## src/rtl/unary_pkg.sv

```systemverilog
// Shared definitions for the unary stream decoder: FSM encoding and
// default geometry (value width, magnitude bits, window length, lanes).
package unary_pkg;

  typedef enum logic [1:0] {
    ST_IDLE  = 2'd0,
    ST_COUNT = 2'd1,
    ST_HOLD  = 2'd2
  } state_t;

  localparam int DEF_BIT_WIDTH = 5;
  localparam int DEF_SIZE      = DEF_BIT_WIDTH - 1;
  localparam int DEF_LANES     = 2;
  localparam int DEF_WINDOW    = 2 ** DEF_SIZE;

  // Window length in cycles for a given number of magnitude bits.
  function automatic int window_len(input int size);
    return 2 ** size;
  endfunction

endpackage

```

## src/rtl/unary_lane_counter.sv

```systemverilog
// Saturating ones counter for one unary lane. A clear restarts the count
// from zero while still adding the bit of the same cycle, so the window's
// first sample is never lost. A one arriving at full scale is dropped and
// raises the saturation flag until the next clear.
module unary_lane_counter
  import unary_pkg::*;
#(
  parameter int SIZE = DEF_SIZE
) (
  input  logic            clk,
  input  logic            reset_n,
  input  logic            clear,
  input  logic            enable,
  input  logic            bit_in,
  output logic [SIZE-1:0] count,
  output logic            sat
);

  localparam logic [SIZE-1:0] MAX_CNT = {SIZE{1'b1}};

  logic [SIZE-1:0] count_r;
  logic            sat_r;
  logic [SIZE-1:0] base_cnt_s;
  logic            base_sat_s;

  // Select the starting point for this cycle: zero on clear, else running total
  always_comb begin
    base_cnt_s = count_r;
    base_sat_s = sat_r;
    if (clear) begin
      base_cnt_s = {SIZE{1'b0}};
      base_sat_s = 1'b0;
    end else begin
      base_cnt_s = count_r;
      base_sat_s = sat_r;
    end
  end

  // Accumulate ones with saturation at full scale
  always_ff @(posedge clk or negedge reset_n) begin
    if (!reset_n) begin
      count_r <= {SIZE{1'b0}};
      sat_r   <= 1'b0;
    end else if (enable && bit_in) begin
      if (base_cnt_s == MAX_CNT) begin
        count_r <= base_cnt_s;
        sat_r   <= 1'b1;
      end else begin
        count_r <= base_cnt_s + SIZE'(1'b1);
        sat_r   <= base_sat_s;
      end
    end else begin
      count_r <= base_cnt_s;
      sat_r   <= base_sat_s;
    end
  end

  assign count = count_r;
  assign sat   = sat_r;

endmodule

```

## src/rtl/unary_stream_decoder.sv

```systemverilog
// Decodes LANES parallel temporal-unary streams into signed values. Each
// accepted start opens a window of 2^SIZE samples (the accepting cycle is
// sample 0); the per-lane ones count is then signed with the sign latched at
// start and presented on a valid/ready output held until consumed.
module unary_stream_decoder
  import unary_pkg::*;
#(
  parameter int BIT_WIDTH = DEF_BIT_WIDTH,
  parameter int SIZE      = BIT_WIDTH - 1,
  parameter int LANES     = DEF_LANES
) (
  input  logic                       clk,
  input  logic                       reset_n,
  input  logic                       start,
  input  logic [LANES-1:0]           sign_in,
  input  logic [LANES-1:0]           unary_in,
  output logic                       busy,
  output logic                       out_valid,
  input  logic                       out_ready,
  output logic [LANES*BIT_WIDTH-1:0] out_data,
  output logic [LANES-1:0]           sat
);

  localparam int              WINDOW   = window_len(SIZE);
  // Index of the last sample already taken when the final one is due.
  localparam logic [SIZE-1:0] LAST_IDX = SIZE'(WINDOW - 2);

  state_t                     state_r;
  state_t                     state_s;
  logic                       accept_s;
  logic                       handshake_s;
  logic                       count_en_s;
  logic [SIZE-1:0]            win_cnt_r;
  logic [LANES-1:0]           sign_r;
  logic [SIZE-1:0]            lane_cnt_s [LANES];
  logic [LANES-1:0]           lane_sat_s;
  logic [LANES*BIT_WIDTH-1:0] decoded_s;
  logic [LANES*BIT_WIDTH-1:0] out_data_r;
  logic [LANES-1:0]           sat_r;
  logic                       out_valid_r;
  logic                       busy_r;

  // Signed value of a lane: zero magnitude yields plain zero for either sign.
  function automatic logic [BIT_WIDTH-1:0] decode_lane(input logic neg,
                                                       input logic [SIZE-1:0] cnt);
    logic [BIT_WIDTH-1:0] mag;
    mag = BIT_WIDTH'(cnt);
    if (neg) begin
      return {BIT_WIDTH{1'b0}} - mag;
    end else begin
      return mag;
    end
  endfunction

  // Next-state logic: start is only honoured in IDLE or on a HOLD handshake
  always_comb begin
    state_s     = state_r;
    accept_s    = 1'b0;
    handshake_s = out_valid_r & out_ready;
    count_en_s  = 1'b0;
    case (state_r)
      ST_IDLE: begin
        if (start) begin
          accept_s = 1'b1;
          state_s  = ST_COUNT;
        end else begin
          state_s  = ST_IDLE;
        end
      end
      ST_COUNT: begin
        if (win_cnt_r == LAST_IDX) begin
          state_s = ST_HOLD;
        end else begin
          state_s = ST_COUNT;
        end
      end
      ST_HOLD: begin
        if (handshake_s) begin
          if (start) begin
            accept_s = 1'b1;
            state_s  = ST_COUNT;
          end else begin
            state_s  = ST_IDLE;
          end
        end else begin
          state_s = ST_HOLD;
        end
      end
      default: begin
        state_s = ST_IDLE;
      end
    endcase
    count_en_s = accept_s | (state_r == ST_COUNT);
  end

  // State register and registered busy flag
  always_ff @(posedge clk or negedge reset_n) begin
    if (!reset_n) begin
      state_r <= ST_IDLE;
      busy_r  <= 1'b0;
    end else begin
      state_r <= state_s;
      busy_r  <= (state_s != ST_IDLE);
    end
  end

  // Window counter and sign latch, both restarted on every accepted start
  always_ff @(posedge clk or negedge reset_n) begin
    if (!reset_n) begin
      win_cnt_r <= {SIZE{1'b0}};
      sign_r    <= {LANES{1'b0}};
    end else if (accept_s) begin
      win_cnt_r <= {SIZE{1'b0}};
      sign_r    <= sign_in;
    end else if (state_r == ST_COUNT) begin
      win_cnt_r <= win_cnt_r + SIZE'(1'b1);
      sign_r    <= sign_r;
    end else begin
      win_cnt_r <= win_cnt_r;
      sign_r    <= sign_r;
    end
  end

  genvar g;
  generate
    for (g = 0; g < LANES; g++) begin : g_lane
      unary_lane_counter #(
        .SIZE(SIZE)
      ) u_lane (
        .clk     (clk),
        .reset_n (reset_n),
        .clear   (accept_s),
        .enable  (count_en_s),
        .bit_in  (unary_in[g]),
        .count   (lane_cnt_s[g]),
        .sat     (lane_sat_s[g])
      );
      assign decoded_s[g*BIT_WIDTH +: BIT_WIDTH] = decode_lane(sign_r[g], lane_cnt_s[g]);
    end
  endgenerate

  // Capture results on the first HOLD cycle, once the last sample has landed;
  // keep them stable until consumed and retain them after the handshake.
  always_ff @(posedge clk or negedge reset_n) begin
    if (!reset_n) begin
      out_data_r  <= {(LANES*BIT_WIDTH){1'b0}};
      sat_r       <= {LANES{1'b0}};
      out_valid_r <= 1'b0;
    end else if ((state_r == ST_HOLD) && !out_valid_r) begin
      out_data_r  <= decoded_s;
      sat_r       <= lane_sat_s;
      out_valid_r <= 1'b1;
    end else if (handshake_s) begin
      out_data_r  <= out_data_r;
      sat_r       <= sat_r;
      out_valid_r <= 1'b0;
    end else begin
      out_data_r  <= out_data_r;
      sat_r       <= sat_r;
      out_valid_r <= out_valid_r;
    end
  end

  assign busy      = busy_r;
  assign out_valid = out_valid_r;
  assign out_data  = out_data_r;
  assign sat       = sat_r;

endmodule

```

## config.mk

```make
export PLATFORM = sky130hd
export DESIGN_NAME = unary_stream_decoder
export DESIGN_NICKNAME = d
export VERILOG_FILES = /design/src/rtl/unary_pkg.sv /design/src/rtl/unary_lane_counter.sv /design/src/rtl/unary_stream_decoder.sv
export SDC_FILE = /design/constraint.sdc
export NUM_CORES = 1
export LEC_CHECK = 0
export CAP_MARGIN = 20
export CORE_MARGIN = 2
export CORE_UTILIZATION = 35
export DETAILED_ROUTE_END_ITERATION = 12
export GPL_TIMING_DRIVEN = 0
export PLACE_DENSITY = 0.59
export SLEW_MARGIN = 0
export SYNTH_ARGS = -nofsm -noshare
export SYNTH_HDL_FRONTEND = slang
export SYNTH_HIERARCHICAL = 1
export SYNTH_SLANG_ARGS = --single-unit
```

## constraint.sdc

```tcl
create_clock -name clk -period 1.7 [get_ports clk]
set_input_delay 0.255 -clock clk [delete_from_list [all_inputs] [get_ports clk]]
set_output_delay 0.255 -clock clk [all_outputs]
set_load 0.05 [all_outputs]
```

==> impl_metrics.toml <==
[run_status]
status = "complete, no violations"

[cts]
clock_latency_ns = 0.28
htree_levels = 2
clock_path_buffers = 2
cts_buffers = 5
cts_sinks = 32
cts.clk_slew.worst_paths_ns = 0.07
root_buffer = "clkbuf_8"
cts_tree = "yes"

[job]
maxCapViolCount = 0

[floorplan]
start_util = 0.369
die_h_um = 69.4
ioPinCount = 22
core_mm2 = 0.00406
die_w_um = 69.4
dieArea_mm2 = 0.00482
rows = 23

[finish]
fillers = 373
seq_area_um2 = 802
utilization = 0.479
drive_above_1_share = 0.207
multi_input_area_um2 = 642
fin_area_mm2 = 0.00194
nets = 185
diodes = 0
area_delta_synth_final_pct = 29.7

[pwr]
p_leak_nw = 1.00
powerDensity_mw_per_mm2 = 1930
ir_drop_mv = 0.857
total_power_mw = 3.75

[global_route]
grt_pass1_vias = 1042
antenna_found_initial = 0
grt_pass1_wl_mm = 5.06
overflow = 0
grt_max_degree = 33
globalRouteTotalUtil = 0.136

[routing]
drt_first_iter_violations = 58
first_pass_iters = 4
antenna_left = 0
drc = 0
avgViaCountPerCell = 4.93
wire_per_inst_um = 13.3
vias = 1105
wl_mm = 2.97

[place]
dpl.hpwl_mm = 1.96
portBuffers = 21
gp_congestion = 0.791
dpl_cell_area_mm2 = 0.00177

[worst_setup_path]
crit_slowest_cell = "dfrtp_2"
crit_type = "flop to flop"
max_stage_delay_ns = 0.41
critPathMaxFanout = 5
cp_num_buf_inv = 0
critPathCaptureType = "flop"
critPathTopFamily = "simple AND/OR/NAND/NOR gates"
crit_chain = "a21bo_1, and3b_2, a21o_4, and4_4, and3b_1, nor3_2"
crit_arrival_ns = 1.88
start_kind = "flop"
required_ns = 1.90

[sta]
period_share = 0.987
clock_skew_ns = 0.00559
rsz0062_at_grt = "yes"
worstMarginPinSlew_ns = 0.702
hold_viol_final = 0
slew_violations = 0
slew_headroom = 0.532
min_period_ns = 1.68
timing.setup.tns_ns = 0
setup_viol_count_final = 0
hold_slack_ns = 0.0135
max_clock_freq_mhz = 596

[yosys]
synthesis.area_mm2 = 0.00150
yosysMostFrequentCell = "dfrtp_1"
synth-edff-count = 0
syn-num-nets = 148
synth_flop_cell = "dfrtp_1"
synth_cell_type_count = 33
yosysTopAreaCell = "dfrtp_1"
yosysSeqAreaShare = 0.535
yosys-top-cells-area = "dfrtp_1, a21oi_1, nor2_1"
yosys-top-cells-count = "dfrtp_1, nor2_1, a21oi_1"
synth_top_area_share = 0.535
yosysWarnings = 6
async_flop_share = 1.00
ys_ff_latch = 32
synth.avg_cell_area_um2 = 11.0
synthCells = 136

[min_path]
hold_path.class = "input port to asynchronous set/reset pin"
==> per-layer routing <==
metal / share of wire / track usage / up-vias
li1: - / - / 552
met1: 0.48 / 0.180 / 521
met2: 0.45 / 0.187 / 23
met3: 0.044 / 0.0567 / 9
met4: 0.023 / 0.0741 / 0
met5: 0 / 0 / -
==> area by class of cell <==
cell class                      count  share of cell area
Buffer                              3             0.00773
Clock buffer                        8              0.0464
Inverter                           11              0.0213
Multi-Input combinational cell     89               0.331
Sequential cell                    32               0.413
Tap cell                           50              0.0322
Timing Repair Buffer               31               0.149
==> cells in the final DEF (no fill, tap or decap), types with 2 or more instances in the layout <==
cell type	instances
dfrtp_1	31
nor2_1	15
inv_1	11
a21oi_1	11
buf_4	10
dlymetal6s2s_1	7
dlygate4sd2_1	7
clkbuf_8	6
clkdlybuf4s50_1	6
buf_2	4
o21ai_0	4
mux2_2	4
ha_1	4
nand2_1	4
a31oi_1	4
nand2b_1	3
nor2b_1	3
xor2_1	3
xnor2_1	3
nand3_1	2
o311ai_0	2
o31ai_1	2
mux2i_1	2
mux2_4	2
clkbuf_1	2
and4_4	2
and3b_1	2
nor3_2	2
a211oi_1	2
a311oi_1	2
==> final timing paths <==
path | start | cells past startpoint | end | slack (ns)
max in group asynchronous | reset_n | 1 | out_valid | 1.20
min in group clk | out_ready | 3 | out_valid | 0.28
min | reset_n | 1 | sign_r[1] | 0.01
max reg2reg | out_valid | 6 | g_lane[0].u_lane/count[2] | 0.02
min reg2reg | out_data[5] | 1 | out_data[5] | 0.50
max | out_valid | 6 | g_lane[0].u_lane/count[2] | 0.02
==> where the power goes <==
| part | leakage (nW) | switching, mW | internal (mW) |
|---|---|---|---|
| sequential | 0.395 | 0.326 | 1.09 |
| clock | 0.0455 | 0.270 | 0.330 |
| combinational | 0.563 | 0.999 | 0.738 |
| total | 1.00 | 1.60 | 2.15 |
==> cell families (layout without fill, tap and decap cells) <==
kind of cell,count (synthesis),count (layout),synth area share
and+or+nand+nor,38,38,0.148
AOI/OAI and AO/OA,33,33,0.140
DFF,32,32,0.535
buffers and inverters,15,53,0.0451
muxes,8,8,0.0635
xor gates and xnor gates,6,6,0.0351
adders and majority gates,4,4,0.0334
==> state kept, by name, summed over array words and instances (netlist names) <==
name / cells
g_lane.u_lane/sat: 2
state_r: 2
sat: 2
out_data: 10
g_lane.u_lane/count: 8
win_cnt_r: 4
busy: 1
sign_r: 2
out_valid: 1
==> what timing repair did <==
item / CTS / global route
setup buffers: 6 / 4
resized for setup: 9 / 9
endpoints found under the setup margin: 17 / 16
pin swaps: 1 / 3
hold buffers: 0 / 0
==> stage by stage <==
stage,setup slack (ns),std cells
finish,0.0214,224
global route,-0.0508,224
floorplan,-0.0741,136
detailed placement,-0.414,207
CTS,-0.00712,221
global placement,-0.384,207
Power figures use the tool's default switching activity.
